<file path="src/rtl/spi_cmdq_pkg.sv">
// spi_cmdq_pkg: shared types and constants for the SPI command queue.
//   state_t  - sequencer FSM state encoding (2-bit)
//   rd_bit() - position of the read flag inside a command FIFO entry
//   wd_max() - all-ones terminal value of the completion watchdog
package spi_cmdq_pkg;

    typedef enum logic [1:0] {
        IDLE      = 2'd0,
        ISSUE     = 2'd1,
        WAIT_DONE = 2'd2
    } state_t;

    // Command entry is {rd, data}; the read flag sits just above the data word.
    function automatic int rd_bit(input int data_width);
        return data_width;
    endfunction

    function automatic longint unsigned wd_max(input int bits);
        return (64'd1 << bits) - 64'd1;
    endfunction

endpackage

</file>
<file path="src/rtl/axis_spi_cmdq_if.sv">
// axis_spi_cmdq_if: bundle of all handshake/bus signals of axis_spi_cmdq.
//   slave  - view taken by the command queue itself
//   master - view taken by the host / SPI master / readback consumer
//   command push  : s_cmd_data, s_cmd_rd, s_cmd_valid, s_cmd_ready
//   SPI write     : m_spi_wdata, m_spi_wvalid, m_spi_wready
//   SPI completion: spi_rdata, spi_done_valid, spi_done_ready
//   readback pop  : m_rb_data, m_rb_valid, m_rb_ready
//   status        : cmd_level, busy, timeout_err, err_clr
interface axis_spi_cmdq_if #(
    parameter int DATA_WIDTH     = 32,
    parameter int CMD_DEPTH_LOG2 = 4
);
    logic [DATA_WIDTH-1:0]     s_cmd_data;
    logic                      s_cmd_rd;
    logic                      s_cmd_valid;
    logic                      s_cmd_ready;
    logic [DATA_WIDTH-1:0]     m_spi_wdata;
    logic                      m_spi_wvalid;
    logic                      m_spi_wready;
    logic [DATA_WIDTH-1:0]     spi_rdata;
    logic                      spi_done_valid;
    logic                      spi_done_ready;
    logic [DATA_WIDTH-1:0]     m_rb_data;
    logic                      m_rb_valid;
    logic                      m_rb_ready;
    logic [CMD_DEPTH_LOG2:0]   cmd_level;
    logic                      busy;
    logic                      timeout_err;
    logic                      err_clr;

    modport slave (
        input  s_cmd_data, s_cmd_rd, s_cmd_valid, m_spi_wready, spi_rdata,
               spi_done_valid, m_rb_ready, err_clr,
        output s_cmd_ready, m_spi_wdata, m_spi_wvalid, spi_done_ready,
               m_rb_data, m_rb_valid, cmd_level, busy, timeout_err
    );

    modport master (
        output s_cmd_data, s_cmd_rd, s_cmd_valid, m_spi_wready, spi_rdata,
               spi_done_valid, m_rb_ready, err_clr,
        input  s_cmd_ready, m_spi_wdata, m_spi_wvalid, spi_done_ready,
               m_rb_data, m_rb_valid, cmd_level, busy, timeout_err
    );

endinterface

</file>
<file path="src/rtl/axis_sync_fifo.sv">
// axis_sync_fifo: single-clock first-word-fall-through FIFO with occupancy.
//   clk, rst_n - clock, asynchronous active-low reset
//   push/wdata - write strobe and data (caller never pushes when full)
//   pop        - read strobe (caller never pops when empty)
//   rdata      - head entry, forced to zero while empty
//   level      - occupancy 0..2**DEPTH_LOG2
module axis_sync_fifo #(
    parameter int WIDTH      = 8,
    parameter int DEPTH_LOG2 = 2
) (
    input  logic                  clk,
    input  logic                  rst_n,
    input  logic                  push,
    input  logic [WIDTH-1:0]      wdata,
    input  logic                  pop,
    output logic [WIDTH-1:0]      rdata,
    output logic [DEPTH_LOG2:0]   level
);

    logic [WIDTH-1:0]      mem [2**DEPTH_LOG2];
    logic [DEPTH_LOG2-1:0] wptr;
    logic [DEPTH_LOG2-1:0] rptr;

    always_ff @(posedge clk or negedge rst_n) begin
        if (!rst_n) begin
            wptr  <= '0;
            rptr  <= '0;
            level <= '0;
        end else begin
            if (push) wptr <= wptr + DEPTH_LOG2'(1);
            if (pop)  rptr <= rptr + DEPTH_LOG2'(1);
            if (push && !pop)      level <= level + (DEPTH_LOG2+1)'(1);
            else if (pop && !push) level <= level - (DEPTH_LOG2+1)'(1);
        end
    end

    always_ff @(posedge clk) begin
        if (push) mem[wptr] <= wdata;
    end

    // Stale storage is hidden so the head reads zero out of reset and when drained.
    assign rdata = (level == '0) ? '0 : mem[rptr];

endmodule

</file>
<file path="src/rtl/axis_spi_cmdq.sv">
// axis_spi_cmdq: command queue and sequencer in front of the axis_spi master.
//   axis_clk    - clock, rising edge
//   axis_resetn - asynchronous active-low reset
//   bus         - slave view of axis_spi_cmdq_if: command push stream,
//                 SPI write stream, SPI completion, readback pop stream,
//                 cmd_level / busy / timeout_err status and err_clr.
module axis_spi_cmdq
    import spi_cmdq_pkg::*;
#(
    parameter int DATA_WIDTH     = 32,
    parameter int CMD_DEPTH_LOG2 = 4,
    parameter int RB_DEPTH_LOG2  = 3,
    parameter int TIMEOUT_BITS   = 16
) (
    input  logic                  axis_clk,
    input  logic                  axis_resetn,
    axis_spi_cmdq_if.slave        bus
);

    localparam int RD = rd_bit(DATA_WIDTH);
    localparam logic [TIMEOUT_BITS-1:0] WD_MAX = TIMEOUT_BITS'(wd_max(TIMEOUT_BITS));

    state_t                  state, state_nx;
    logic [DATA_WIDTH:0]     cmd_head;
    logic [CMD_DEPTH_LOG2:0] cmd_lvl;
    logic                    cmd_empty, cmd_full, cmd_push, cmd_pop;
    logic [DATA_WIDTH-1:0]   rb_head;
    logic [RB_DEPTH_LOG2:0]  rb_lvl;
    logic                    rb_empty, rb_full, rb_push, rb_pop;
    logic [DATA_WIDTH-1:0]   wdata_q;
    logic                    cur_rd;
    logic [TIMEOUT_BITS-1:0] wd, wd_nxt;
    logic                    timeout, err;

    assign cmd_empty = (cmd_lvl == '0);
    assign cmd_full  = cmd_lvl[CMD_DEPTH_LOG2];
    assign cmd_push  = bus.s_cmd_valid && !cmd_full;
    assign rb_empty  = (rb_lvl == '0);
    assign rb_full   = rb_lvl[RB_DEPTH_LOG2];
    assign rb_pop    = bus.m_rb_ready && !rb_empty;
    assign wd_nxt    = wd + TIMEOUT_BITS'(1);

    axis_sync_fifo #(.WIDTH(DATA_WIDTH + 1), .DEPTH_LOG2(CMD_DEPTH_LOG2)) u_cmd_fifo (
        .clk   (axis_clk),
        .rst_n (axis_resetn),
        .push  (cmd_push),
        .wdata ({bus.s_cmd_rd, bus.s_cmd_data}),
        .pop   (cmd_pop),
        .rdata (cmd_head),
        .level (cmd_lvl)
    );

    axis_sync_fifo #(.WIDTH(DATA_WIDTH), .DEPTH_LOG2(RB_DEPTH_LOG2)) u_rb_fifo (
        .clk   (axis_clk),
        .rst_n (axis_resetn),
        .push  (rb_push),
        .wdata (bus.spi_rdata),
        .pop   (rb_pop),
        .rdata (rb_head),
        .level (rb_lvl)
    );

    always_ff @(posedge axis_clk or negedge axis_resetn) begin
        if (!axis_resetn) begin
            state   <= IDLE;
            wdata_q <= '0;
            cur_rd  <= 1'b0;
            wd      <= '0;
            err     <= 1'b0;
        end else begin
            state <= state_nx;
            if (cmd_pop) begin
                wdata_q <= cmd_head[DATA_WIDTH-1:0];
                cur_rd  <= cmd_head[RD];
            end
            wd  <= (state == WAIT_DONE) ? wd_nxt : '0;
            err <= timeout ? 1'b1 : (bus.err_clr ? 1'b0 : err);
        end
    end

    // A read is only launched when its readback has a guaranteed slot, so the
    // readback FIFO can never overflow with a single transaction in flight.
    always_comb begin
        state_nx = state;
        cmd_pop  = 1'b0;
        rb_push  = 1'b0;
        timeout  = 1'b0;
        case (state)
            IDLE: begin
                if (!cmd_empty && (!cmd_head[RD] || !rb_full)) begin
                    cmd_pop  = 1'b1;
                    state_nx = ISSUE;
                end
            end
            ISSUE: begin
                if (bus.m_spi_wready) state_nx = WAIT_DONE;
            end
            WAIT_DONE: begin
                if (bus.spi_done_valid) begin
                    rb_push  = cur_rd;
                    state_nx = IDLE;
                end else if (wd_nxt == WD_MAX) begin
                    timeout  = 1'b1;
                    state_nx = IDLE;
                end
            end
            default: state_nx = IDLE;
        endcase
    end

    assign bus.s_cmd_ready    = !cmd_full;
    assign bus.m_spi_wdata    = wdata_q;
    assign bus.m_spi_wvalid   = (state == ISSUE);
    assign bus.spi_done_ready = (state == WAIT_DONE);
    assign bus.m_rb_data      = rb_head;
    assign bus.m_rb_valid     = !rb_empty;
    assign bus.cmd_level      = cmd_lvl;
    assign bus.busy           = (state != IDLE) || !cmd_empty;
    assign bus.timeout_err    = err;

endmodule

</file>
<file path="src/flat_wrapper.sv">
// flat-port wrapper written by rule: the top's interface ports become plain ports
module axis_spi_cmdq_flat import spi_cmdq_pkg::*;
#(
    parameter int DATA_WIDTH     = 32,
    parameter int CMD_DEPTH_LOG2 = 4,
    parameter int RB_DEPTH_LOG2  = 3,
    parameter int TIMEOUT_BITS   = 16
)
  (axis_clk, axis_resetn, bus_s_cmd_data, bus_s_cmd_rd, bus_s_cmd_valid, bus_m_spi_wready, bus_spi_rdata, bus_spi_done_valid, bus_m_rb_ready, bus_err_clr, bus_s_cmd_ready, bus_m_spi_wdata, bus_m_spi_wvalid, bus_spi_done_ready, bus_m_rb_data, bus_m_rb_valid, bus_cmd_level, bus_busy, bus_timeout_err);
  axis_spi_cmdq_if #(.DATA_WIDTH(DATA_WIDTH), .CMD_DEPTH_LOG2(CMD_DEPTH_LOG2)) bus_i ();
  input  logic axis_clk;
  input  logic axis_resetn;
  input wire logic [$bits(bus_i.s_cmd_data)-1:0] bus_s_cmd_data;
  input wire logic [$bits(bus_i.s_cmd_rd)-1:0] bus_s_cmd_rd;
  input wire logic [$bits(bus_i.s_cmd_valid)-1:0] bus_s_cmd_valid;
  input wire logic [$bits(bus_i.m_spi_wready)-1:0] bus_m_spi_wready;
  input wire logic [$bits(bus_i.spi_rdata)-1:0] bus_spi_rdata;
  input wire logic [$bits(bus_i.spi_done_valid)-1:0] bus_spi_done_valid;
  input wire logic [$bits(bus_i.m_rb_ready)-1:0] bus_m_rb_ready;
  input wire logic [$bits(bus_i.err_clr)-1:0] bus_err_clr;
  output wire logic [$bits(bus_i.s_cmd_ready)-1:0] bus_s_cmd_ready;
  output wire logic [$bits(bus_i.m_spi_wdata)-1:0] bus_m_spi_wdata;
  output wire logic [$bits(bus_i.m_spi_wvalid)-1:0] bus_m_spi_wvalid;
  output wire logic [$bits(bus_i.spi_done_ready)-1:0] bus_spi_done_ready;
  output wire logic [$bits(bus_i.m_rb_data)-1:0] bus_m_rb_data;
  output wire logic [$bits(bus_i.m_rb_valid)-1:0] bus_m_rb_valid;
  output wire logic [$bits(bus_i.cmd_level)-1:0] bus_cmd_level;
  output wire logic [$bits(bus_i.busy)-1:0] bus_busy;
  output wire logic [$bits(bus_i.timeout_err)-1:0] bus_timeout_err;
  assign bus_i.s_cmd_data = bus_s_cmd_data;
  assign bus_i.s_cmd_rd = bus_s_cmd_rd;
  assign bus_i.s_cmd_valid = bus_s_cmd_valid;
  assign bus_i.m_spi_wready = bus_m_spi_wready;
  assign bus_i.spi_rdata = bus_spi_rdata;
  assign bus_i.spi_done_valid = bus_spi_done_valid;
  assign bus_i.m_rb_ready = bus_m_rb_ready;
  assign bus_i.err_clr = bus_err_clr;
  assign bus_s_cmd_ready = bus_i.s_cmd_ready;
  assign bus_m_spi_wdata = bus_i.m_spi_wdata;
  assign bus_m_spi_wvalid = bus_i.m_spi_wvalid;
  assign bus_spi_done_ready = bus_i.spi_done_ready;
  assign bus_m_rb_data = bus_i.m_rb_data;
  assign bus_m_rb_valid = bus_i.m_rb_valid;
  assign bus_cmd_level = bus_i.cmd_level;
  assign bus_busy = bus_i.busy;
  assign bus_timeout_err = bus_i.timeout_err;
  axis_spi_cmdq #(.DATA_WIDTH(DATA_WIDTH), .CMD_DEPTH_LOG2(CMD_DEPTH_LOG2), .RB_DEPTH_LOG2(RB_DEPTH_LOG2), .TIMEOUT_BITS(TIMEOUT_BITS)) u_core (.axis_clk(axis_clk), .axis_resetn(axis_resetn), .bus(bus_i));
endmodule
</file>
<file path="config.mk">
export PLATFORM = sky130hd
export DESIGN_NAME = axis_spi_cmdq_flat
export DESIGN_NICKNAME = d
export VERILOG_FILES = /design/src/rtl/spi_cmdq_pkg.sv /design/src/rtl/axis_spi_cmdq_if.sv /design/src/rtl/axis_sync_fifo.sv /design/src/rtl/axis_spi_cmdq.sv /design/src/flat_wrapper.sv
export SDC_FILE = /design/constraint.sdc
export NUM_CORES = 1
export LEC_CHECK = 0
export BUFFER_PORTS_ARGS = -buffer_cell sky130_fd_sc_hd__buf_2
export CORE_MARGIN = 2
export CORE_UTILIZATION = 61
export CTS_CLUSTER_DIAMETER = 100
export CTS_CLUSTER_SIZE = 20
export DETAILED_ROUTE_END_ITERATION = 10
export GPL_TIMING_DRIVEN = 0
export PLACE_DENSITY = 0.87
export SLEW_MARGIN = 20
export SYNTH_ARGS = -nofsm -noshare
export SYNTH_HDL_FRONTEND = slang
export SYNTH_SLANG_ARGS = --single-unit
export TNS_END_PERCENT = 100
</file>
<file path="constraint.sdc">
create_clock -name axis_clk -period 4.6 [get_ports axis_clk]
set_clock_uncertainty 0.2 [all_clocks]
set_input_delay 0.23 -clock axis_clk [delete_from_list [all_inputs] [get_ports axis_clk]]
set_output_delay 0.23 -clock axis_clk [all_outputs]
set_load 0.02 [all_outputs]
</file>
== Yosys cells after proc, flatten, opt, wreduce, memory -nomap -nowiden ==
Memory sizes are Yosys's and may differ from the RTL's.
Cells that the tools add are included.
Storage, ports and cells
  register bits after elaboration: 75
  bits in writable memories: 784
  input bits: 72
  logic and storage cells: 79
  memories: 2
Operators by class
  $add $sub $neg: 9
  equal/unequal tests: 6
  multiplexer cells: 25
  reductions and logical operators: 26
Memory list
  u_core.u_cmd_fifo.mem: depth 16, width 33, rd ports 1, clocked after Yosys merged registers in 0, wr ports 1, line axis_sync_fifo.sv:20  | logic [WIDTH-1:0] mem [2**DEPTH_LOG2];
  u_core.u_rb_fifo.mem: depth 8, width 32, rd ports 1, clocked after Yosys merged registers in 0, wr ports 1, line axis_sync_fifo.sv:20
Operator list (number)
  33-bit 2-to-1 mux: 1
  32-bit 2-to-1 mux: 1
  16-bit by 1-bit adder with 16-bit output (second input constant): 1
  16-bit == test (second input constant): 1
  16-bit 2-to-1 mux: 1
  1-bit 2-to-1 mux: 13
  4-bit by 1-bit adder with 4-bit output (second input constant): 3
  5-bit 2-to-1 mux: 2
  1-bit logical NOT: 9
  2-bit 2-to-1 mux: 4
  4-bit 2-to-1 mux: 2
  2-bit nonzero test: 4
  1-bit logical AND: 7
  3-bit by 1-bit adder with 3-bit output (second input constant): 2
  2-bit one-hot mux with 3 select lines: 1
  5-bit by 1-bit adder with 5-bit output (second input constant): 1
  5-bit logical NOT: 1
  5-bit by 1-bit subtractor with 5-bit output (second input constant): 1
  4-bit logical NOT: 1
  4-bit by 1-bit subtractor with 4-bit output (second input constant): 1
  3-bit by 2-bit inequality test with 1-bit output (second input constant): 1
  3-bit AND reduction: 1
  2-bit by 1-bit == test with 1-bit output (second input constant): 1
  2-bit == test (second input constant): 1
  4 further kinds: 5

== Logic depth before layout (Yosys ltp) ==
Gate-level depths: netlist (run 1).
  depth after elaboration: 10
  mapped depth: 16

== Modules after synthesis ==
From an unflattened synthesis (run 1), not the netlist that was laid out.
Unflattened totals
  cells, all modules: 1600
  area, all modules: 33497.1 µm²
Modules (own cells, without submodules)
  axis_sync_fifo at u_core.u_cmd_fifo: instances 1, cells an instance 899, area each 20845.0 µm²
  axis_sync_fifo at u_core.u_rb_fifo: instances 1, cells an instance 434, area each 10234.8 µm²
  axis_spi_cmdq: instances 1, cells an instance 267, area each 2417.3 µm²

== Least setup slack after synthesis (run 1) ==
OpenSTA, ideal clock, no wires.
  path kind: reg-to-reg
  start: register u_core.state[0]
  end: memory u_core.u_rb_fifo.mem[0][0] (netlist bit) (enable)
  arrival: 3.382 ns
  data required time: 3.939 ns
  setup slack: 0.557 ns
  cell stages (with the launch flop): 5
  buffers on the path: 1
  cell sequence: dfrtp_1 nand2b_1 clkbuf_1 or3_1 nor3_1
Between the ends
  word-level cells in the longest chain between the ends: 4
RTL lines
  from (decl): line axis_spi_cmdq.sv:23  | state_t state, state_nx;
  from (signal assigned): line axis_spi_cmdq.sv:71  | state <= state_nx;
  2-bit == test: line axis_spi_cmdq.sv:88  | case (state)
  1-bit 2-to-1 mux: line axis_spi_cmdq.sv:88
  1-bit 2-to-1 mux: line axis_sync_fifo.sv:38  | if (push) mem[wptr] <= wdata;
  1-bit 2-to-1 mux (implied by the code): line axis_sync_fifo.sv:38
  to (decl): line axis_sync_fifo.sv:20
Every way passes these cells.

== Worst setup path after layout (run 1) ==
  start: register u_core.u_cmd_fifo.rptr[2]
  end: register u_core.u_cmd_fifo.level[4]
Between the ends
  word-level cells in the longest chain between the ends: 10
RTL lines
  from (decl): line axis_sync_fifo.sv:22  | logic [DEPTH_LOG2-1:0] rptr;
  from (signal assigned): line axis_sync_fifo.sv:31  | if (pop) rptr <= rptr + DEPTH_LOG2'(1);
  memory 16 x 33 bit *
  33-bit 2-to-1 mux *: line axis_sync_fifo.sv:42  | assign rdata = (level == '0) ? '0 : mem[rptr];
  1-bit logical NOT *: line axis_spi_cmdq.sv:90  | if (!cmd_empty && (!cmd_head[RD] || !rb_full)) begin
  1-bit logical OR *: line axis_spi_cmdq.sv:90
  1-bit logical AND *: line axis_spi_cmdq.sv:90
  1-bit 2-to-1 mux *: line axis_spi_cmdq.sv:90
  1-bit 2-to-1 mux *: line axis_spi_cmdq.sv:88
  1-bit logical NOT: line axis_sync_fifo.sv:32  | if (push && !pop) level <= level + (DEPTH_LOG2+1)'(1);
  1-bit logical AND: line axis_sync_fifo.sv:32
  5-bit 2-to-1 mux or 2-bit nonzero test (tied branches)
  to (signal assigned): line axis_sync_fifo.sv:32
  to (signal assigned): line axis_sync_fifo.sv:33  | else if (pop && !push) level <= level - (DEPTH_LOG2+1)'(1);
  to (decl): line axis_sync_fifo.sv:17  | output logic [DEPTH_LOG2:0] level
Mark *: on every way between the ends. The rest lies on a longest branch, timed or not.
A chain may end at the register's enable or synchronous reset.

==> results of run 1 <==
-- cells in the mapped netlist, types with 2 or more instances --
library cell	number
sky130_fd_sc_hd__nor4_1	4
sky130_fd_sc_hd__o21ai_0	4
sky130_fd_sc_hd__nand2b_1	7
sky130_fd_sc_hd__ha_1	16
sky130_fd_sc_hd__mux2_1	5
sky130_fd_sc_hd__edfxtp_1	784
sky130_fd_sc_hd__mux4_2	227
sky130_fd_sc_hd__fa_1	2
sky130_fd_sc_hd__a211oi_1	3
sky130_fd_sc_hd__mux2i_1	35
sky130_fd_sc_hd__nand3b_1	2
sky130_fd_sc_hd__dfrtp_1	75
sky130_fd_sc_hd__nand2_1	28
sky130_fd_sc_hd__xor2_1	11
sky130_fd_sc_hd__nor2b_1	6
sky130_fd_sc_hd__nand3_1	9
sky130_fd_sc_hd__buf_1	16
sky130_fd_sc_hd__a21oi_1	8
sky130_fd_sc_hd__and3_1	3
sky130_fd_sc_hd__inv_1	11
sky130_fd_sc_hd__nor2_1	76
sky130_fd_sc_hd__xnor2_1	20
sky130_fd_sc_hd__buf_2	14
sky130_fd_sc_hd__nand4b_1	2
sky130_fd_sc_hd__clkbuf_1	38
sky130_fd_sc_hd__nand4_1	4
sky130_fd_sc_hd__nor3_1	11
sky130_fd_sc_hd__a21o_1	4
sky130_fd_sc_hd__buf_6	3
sky130_fd_sc_hd__mux2_2	33
-- cell families after synthesis --
family	share of synthesized area (%)
buf+inv	1.06
mux	17.8
flops	76.8
xor+xnor	0.870
fa+ha+maj	0.726
compound gates	0.473
simple gates	2.26
-- cell type report --
cell class / instances / area (µm²)
Fill cell: 2954 / 15800
Inverter: 12 / 45.0
Clock buffer: 86 / 1370
Multi-Input combinational cell: 533 / 7490
Buffer: 71 / 312
Tap cell: 696 / 871
Antenna cell: 2 / 5.00
Sequential cell: 859 / 25400
Clock inverter: 5 / 83.8
Timing Repair Buffer: 272 / 2320
-- power by group through the flow --
stage / clock [mW] / combinational, mW / sequential (mW)
3_3_place_gp: 0 / 6.84 / 9.58
2_1_floorplan: 0 / 4.80 / 9.73
5_1_grt: 4.83 / 7.99 / 9.51
6_report: 4.55 / 7.65 / 9.47
4_1_cts: 4.56 / 7.61 / 9.46
3_5_place_dp: 0 / 7.34 / 9.61
-- metrics by stage --
step | hold slack [ns] | area, µm² | setup TNS [ns]
floorplan | -0.266 | 33100 | 0
CTS | 0.0602 | 37900 | 0
finish | 0.0844 | 37900 | 0
global route | 0.114 | 37900 | 0
detailed placement | 0.0288 | 35700 | 0
global placement | 0.268 | 34700 | -403.84
-- layer usage --
metal / GRT usage (%) / share of wire, % / up-vias
met5: 0 / 0.016 / -
met1: 37.1 / 34 / 8834
met2: 51.8 / 53 / 1266
met4: 13.0 / 4.7 / 2
li1: - / - / 6735
met3: 5.20 / 9.0 / 245
-- final timing paths --
kind	slack, ns	startpoint	endpoint
worst max-delay path	0.21	u_core.u_cmd_fifo.rptr[2]	u_core.u_cmd_fifo.level[4]
worst min-delay path	0.08	bus_s_cmd_valid	u_core.u_cmd_fifo.wptr[0]
worst max register to register	0.21	u_core.u_cmd_fifo.rptr[2]	u_core.u_cmd_fifo.level[4]
worst min register to register	0.30	u_core.bus.m_spi_wdata[11]	u_core.bus.m_spi_wdata[11]
max in group asynchronous	3.37	axis_resetn	u_core.wd[11]
min in group asynchronous	0.49	axis_resetn	u_core.bus.m_spi_wdata[22]
-- sequential cells by signal (all words and copies together) (netlist names) --
name / cells
u_core.u_cmd_fifo.mem: 528
u_core.u_rb_fifo.mem: 256
u_core.bus.m_spi_wdata: 32
u_core.wd: 16
u_core.u_cmd_fifo.level: 5
u_core.u_cmd_fifo.rptr: 4
u_core.u_cmd_fifo.wptr: 4
u_core.u_rb_fifo.level: 4
u_core.u_rb_fifo.rptr: 3
u_core.u_rb_fifo.wptr: 3
u_core.state: 2
u_core.bus.timeout_err: 1
u_core.cur_rd: 1
-- worst min-delay path, delay by kind of cell --
kind	cells	cell delay [ns]
XOR/XNOR	1	0.20
buffers and inverters	2	0.32
AND/OR/NAND/NOR	1	0.11
-- timing repair --
| item | CTS | global route |
|---|---|---|
| gates cloned | 0 | 0 |
| hold buffers | 73 | 0 |
| setup buffers | 0 | 1 |
| hold endpoints to repair | 868 | 0 |
| endpoints found under the setup margin | 2 | 1 |
| pin swaps | 0 | 1 |
| resized for setup | 1 | 0 |
==> results.rst, run 1 <==
.. list-table::
   :header-rows: 1

   * - Metric
     - Value
   * - Leading cell type in the layout, fill and taps excluded
     - sky130_fd_sc_hd__edfxtp_1
   * - Number of synthesized flops with an enable pin
     - 784
   * - Cell depth of the worst min-delay path
     - 4
   * - Cell types occupying the most area after synthesis
     - sky130_fd_sc_hd__edfxtp_1 (71%), sky130_fd_sc_hd__mux4_2 (15%), sky130_fd_sc_hd__dfrtp_1 (5.7%), sky130_fd_sc_hd__mux2_2 (1.1%), sky130_fd_sc_hd__mux2i_1 (1.1%)
   * - Area inside the core boundary
     - 53700 µm²
   * - Half-perimeter wire length after placement
     - 48700 µm
   * - Cell with the largest stage delay on the worst path
     - sky130_fd_sc_hd__mux4_2
   * - Run status
     - complete, no violations
   * - Clk Latency, worst-skew pair
     - 0.65 ns
   * - Total Routed Length
     - 81600 µm
   * - Number of routed nets with antenna violations
     - 0
   * - Die Width
     - 237 µm
   * - Die Footprint
     - 56100 µm²
   * - Cell at the root of the clock tree
     - sky130_fd_sc_hd__clkbuf_16
   * - Vertical die dimension
     - 237 µm
   * - Fraction of post-synthesis cell area in the top cell type by area
     - 71.1%
   * - Sequential share of the synthesized area
     - 76.8%
   * - Ratio of cells with drive above 1 in the final layout
     - 30.7%
   * - Cell seen most often among critical-path stages
     - sky130_fd_sc_hd__buf_6
   * - Area Growth Syn to Fin
     - 14.6%
   * - Share of total power in sequential cells
     - 43.7%
   * - Max-capacitance violation count
     - 0
   * - Initial core utilization
     - 61.6%
   * - Post-synthesis instance area
     - 33100 µm²
   * - DR DRC count
     - 0
   * - Total count of hold-check failures in the final report
     - 0
   * - Number of port buffers
     - 146
   * - Gp weighted congestion
     - 0.816
   * - Yosys reg bits
     - 859
   * - Final-stage net count
     - 1888
   * - Clock tree sinks
     - 859
   * - Number of optimization iterations in the first detailed-route pass
     - 5
   * - Count of endpoints failing setup in the final report
     - 0
   * - Critical path buffers and inverters
     - 5
   * - Post-route total power
     - 21.7 mW
   * - Sw Share
     - 32.8%
   * - Worst path cell trace
     - buf_6 > mux4_2 > mux2i_1 > o22ai_1 > nor4_4 > buf_6 > buf_6 > inv_2 > ha_1 > inv_1 > ha_1 > a21o_1 > a21oi_1 > xnor2_1 > nor2_1 > xnor2_1
   * - Part of the total power dissipated in combinational logic
     - 35.3%
   * - Path type of the worst setup path
     - reg2reg
   * - Clock Power Share
     - 21.0%
   * - Clock buffer count from CTS
     - 49
   * - Max_slew headroom
     - 26.4%
   * - I/O pin total
     - 147
   * - CP Capture Type
     - register
   * - Final min period
     - 4.39 ns
   * - Biggest fanout along the worst timing path
     - 10
   * - Drt initial violations
     - 1965
   * - Syn_nets
     - 1565
   * - Largest net degree at the start of global routing
     - 51
   * - Initial antenna violation count
     - 4
   * - Static Leakage
     - 12.5 nW
   * - Site row count
     - 85
   * - Unrepaired setup endpoints after global routing
     - no
   * - Final Cycle Share
     - 95.4%
   * - Placed Cells incl. Taps
     - 2369
   * - Req. time, crit path
     - 4.92 ns
   * - Routed vias
     - 17.1k
   * - Clock H-tree levels
     - 2
   * - Wire length of the first global-routing pass
     - 119000 µm
   * - Commonest register cell after synthesis
     - sky130_fd_sc_hd__edfxtp_1
   * - Length in cells of the worst reg-to-reg path
     - 16
   * - Top library cells by usage in the layout, fill and taps aside
     - sky130_fd_sc_hd__edfxtp_1 (784), sky130_fd_sc_hd__mux4_2 (227), sky130_fd_sc_hd__buf_2 (160)
   * - Avg Inst Size Synth
     - 22.4 µm²
   * - Worst slack at placement
     - 0.0744 ns
   * - Data arrival, critical path
     - 4.71 ns
   * - Final core utilization
     - 70.6%
   * - Worst Setup Start Kind
     - register
   * - NetSw
     - 7.11 mW
   * - Vias per inst
     - 6.74
   * - Overall overflow remaining after global route
     - 0
   * - Yosys warning count
     - 0
   * - Instance count of the mapped netlist
     - 1475
   * - Post-DR wirelength/cell
     - 32.2 µm
   * - Cell internal power dissipation
     - 14.6 mW
   * - Global routing usage summed across all routing layers
     - 29.8%
   * - Number of global-route vias before repair
     - 17.8k
   * - Number of max-slew violations in the final report
     - 0
   * - Slowest Stage Delay on Critical Path
     - 0.55 ns
   * - Worst-case vdd ir drop
     - 0.000488 V
   * - Actual transition at the worst max-transition pin
     - 1.10 ns
   * - Hold Crit Class
     - in2reg
   * - Largest buffer count on any clock path
     - 3
   * - Critical Path Stages
     - 16
   * - Ratio of total power to cell area
     - 572 nW/µm²
   * - Leading area contributor after synthesis
     - sky130_fd_sc_hd__edfxtp_1
   * - Unique masters post-synth
     - 44
   * - Number of non-filler instances in the completed layout
     - 2536
   * - Share of synthesized registers carrying an async set or reset
     - 8.73%
   * - CTS tree
     - built
   * - Family of cells with the greatest summed delay on the critical path
     - buffers and inverters
   * - Max Clock Freq
     - 228 MHz
   * - Clock-pin slew of the registers on the worst-case setup and hold paths
     - 0.09 ns
   * - Setup slack of the critical path after layout
     - 0.210 ns
No activity file was read; power rests on OpenSTA's default activity.
==> run 2: changes to the inputs <==
CORE_ASPECT_RATIO = 1.75   (was not set)
==> run 2 against run 1 <==
  * Maximum frequency grew 0.49%
  * Routed wire length fell by 2.5%
  * Non-clock buffer count fell by 1
  * Sequential share of layout area is 0.29 points higher
  * Global-route usage decreased by 1.1 points
  * Critical path type unchanged
  * Largest cell class unchanged
==> results.rst, run 2 (synthesis gave the netlist of run 1 again) <==
.. list-table::
   :header-rows: 1

   * - Metric
     - Value
   * - Max_slew headroom
     - 28.1%
   * - Vertical die dimension
     - 312 µm
   * - Clk Latency, worst-skew pair
     - 0.63 ns
   * - Sw Share
     - 32.4%
   * - Run status
     - complete, no violations
   * - Max Clock Freq
     - 229 MHz
   * - Global route hottest layer
     - met2
   * - Data arrival, critical path
     - 4.66 ns
   * - Cell internal power dissipation
     - 14.5 mW
   * - Worst Setup Start Kind
     - register
   * - Slowest Stage Delay on Critical Path
     - 0.64 ns
   * - Share of total power in sequential cells
     - 44.1%
   * - Largest buffer count on any clock path
     - 3
   * - Vias per inst
     - 6.62
   * - Overall overflow remaining after global route
     - 0
   * - Number of global-route vias before repair
     - 17.7k
   * - Clock tree sinks
     - 859
   * - Initial core utilization
     - 61.3%
   * - Number of port buffers
     - 146
   * - CTS tree
     - built
   * - Static Leakage
     - 12.4 nW
   * - Fill cell total of the finished layout
     - 3047
   * - Number of optimization iterations in the first detailed-route pass
     - 5
   * - Clock-pin slew of the registers on the worst-case setup and hold paths
     - 0.09 ns
   * - Total count of hold-check failures in the final report
     - 0
   * - Initial antenna violation count
     - 1
   * - Wire length of the first global-routing pass
     - 116000 µm
   * - Clock Power Share
     - 20.7%
   * - Site row count
     - 113
   * - Setup TNS
     - 0 ns
   * - Fin area
     - 37800 µm²
   * - Final Cycle Share
     - 95.0%
   * - Area of combinational cells with multiple inputs
     - 7490 µm²
   * - CP Capture Type
     - register
   * - Sequential standard cell area
     - 25400 µm²
   * - Routed vias
     - 16.7k
   * - Clock buffer count from CTS
     - 48
   * - Total Routed Length
     - 79600 µm
   * - Grt met2 use
     - 52.4%
   * - Count of endpoints failing setup in the final report
     - 0
   * - Cell at the root of the clock tree
     - sky130_fd_sc_hd__clkbuf_16
   * - Biggest fanout along the worst timing path
     - 10
   * - Post-DR wirelength/cell
     - 31.5 µm
   * - Leading cell type in the layout, fill and taps excluded
     - sky130_fd_sc_hd__edfxtp_1
   * - Number of routed nets with antenna violations
     - 0
   * - Req. time, crit path
     - 4.89 ns
   * - Cell area after placement
     - 35600 µm²
   * - Met1 layer usage reported by global route
     - 32.3%
   * - Actual transition at the worst max-transition pin
     - 1.08 ns
   * - Number of max-slew violations in the final report
     - 0
   * - Unrepaired setup endpoints after global routing
     - no
   * - Largest net degree at the start of global routing
     - 63
   * - Final-stage net count
     - 1886
   * - Clock H-tree levels
     - 2
   * - Post-route total power
     - 21.4 mW
   * - NetSw
     - 6.96 mW
   * - Ratio of cells with drive above 1 in the final layout
     - 30.4%
   * - I/O pin total
     - 147
   * - Max-capacitance violation count
     - 0
   * - Top library cells by usage in the layout, fill and taps aside
     - sky130_fd_sc_hd__edfxtp_1 (784), sky130_fd_sc_hd__mux4_2 (227), sky130_fd_sc_hd__buf_2 (159)
   * - Area Growth Syn to Fin
     - 14.1%
   * - Half-perimeter wire length after placement
     - 48300 µm
   * - Path type of the worst setup path
     - reg2reg
   * - Global routing usage summed across all routing layers
     - 28.7%
   * - Part of the total power dissipated in combinational logic
     - 35.2%
   * - Ratio of total power to cell area
     - 568 nW/µm²
   * - Worst slack at placement
     - 0.227 ns
   * - Drt initial violations
     - 1850
   * - Setup slack of the critical path after layout
     - 0.231 ns
   * - Register name with the most flops
     - u_core.u_cmd_fifo.mem
   * - Worst path cell trace
     - buf_1 > mux4_2 > mux2i_1 > o22ai_1 > nor4_4 > buf_6 > buf_6 > inv_2 > ha_1 > inv_1 > ha_1 > a21o_1 > a21oi_1 > xnor2_1 > nor2_1 > xnor2_1
   * - Die Footprint
     - 56200 µm²
   * - Global-route track usage on met3
     - 4.22%
   * - Die Width
     - 180 µm
   * - Final min period
     - 4.37 ns
   * - Tightest hold margin
     - 0.0383 ns
   * - Gp weighted congestion
     - 0.812
   * - Post-cts gate resize count
     - 0
   * - Worst-case vdd ir drop
     - 0.000532 V
   * - Area inside the core boundary
     - 54000 µm²
   * - Cell with the largest stage delay on the worst path
     - sky130_fd_sc_hd__buf_1
   * - DR DRC count
     - 0
   * - Max reg flops
     - 528
   * - Hold Crit Class
     - in2reg
==> run 2: cell types whose count changed in the layout (fill, tap and decap cells not counted), sizes merged <==
| cell | delta |
|---|---|
| buf | -4 |
| clkbuf | +2 |
| clkinv | -1 |
| diode | -1 |
| dlygate4sd3 | +2 |
| inv | -2 |
==> run 2: power by group through the flow <==
stage	sequential, mW	combinational (mW)	clock, mW
detailed placement	9.59	7.33	0
finish	9.46	7.55	4.43
global route	9.50	7.90	4.72
CTS	9.44	7.51	4.46
global placement	9.58	6.87	0
floorplan	9.73	4.80	0
==> run 2: final timing paths <==
kind,from,to,slack [ns],cells past startpoint
worst min-delay path,bus_s_cmd_valid,u_core.u_cmd_fifo.wptr[0],0.04,4
max in group asynchronous,axis_resetn,u_core.u_cmd_fifo.level[1],2.67,4
worst min register to register,u_core.bus.m_spi_wdata[11],u_core.bus.m_spi_wdata[11],0.31,1
min in group asynchronous,axis_resetn,u_core.u_cmd_fifo.wptr[1],0.51,4
worst max register to register,u_core.u_cmd_fifo.rptr[3],u_core.u_cmd_fifo.level[4],0.23,16
worst max-delay path,u_core.u_cmd_fifo.rptr[3],u_core.u_cmd_fifo.level[4],0.23,16
==> run 2: critical path, delay by kind of cell, from the launching register on <==
kind | cells | cell delay (ns)
buffers and inverters | 5 | 1.31
muxes | 2 | 0.60
AOI/OAI and AO/OA | 3 | 0.54
adders and majority gates | 2 | 0.53
and+or+nand+nor | 2 | 0.42
DFF | 1 | 0.40
xor gates and xnor gates | 2 | 0.26
==> run 2: layout make-up <==
| type | count | area share (%) |
|---|---|---|
| antenna | 1 | 0.00663 |
| buffer | 71 | 0.825 |
| clock buffer | 87 | 3.57 |
| clock inverter | 2 | 0.133 |
| inverter | 12 | 0.119 |
| multi-input combinational | 533 | 19.9 |
| sequential | 859 | 67.3 |
| tap | 690 | 2.29 |
| timing repair buffer | 271 | 5.87 |
==> run 2: layer usage <==
layer	vias up	wire length, µm
li1	6716	-
met1	8653	25100
met2	1092	44000
met3	254	6050
met4	0	4510
met5	-	0
==> run 2: per-stage QoR <==
| stage | utilization, % | std cells |
|---|---|---|
| CTS | 69.9 | 2525 |
| floorplan | - | 1475 |
| finish | 69.9 | 2526 |
| global placement | 64.2 | 2311 |
| global route | 69.9 | 2526 |
| detailed placement | 65.9 | 2362 |
==> run 2: repair_timing <==
action                                  in CTS  in global routing
setup buffers                                0                  0
hold buffers                                74                  0
endpoints found under the setup margin       0                  0
endpoints found under the hold margin      867                  0
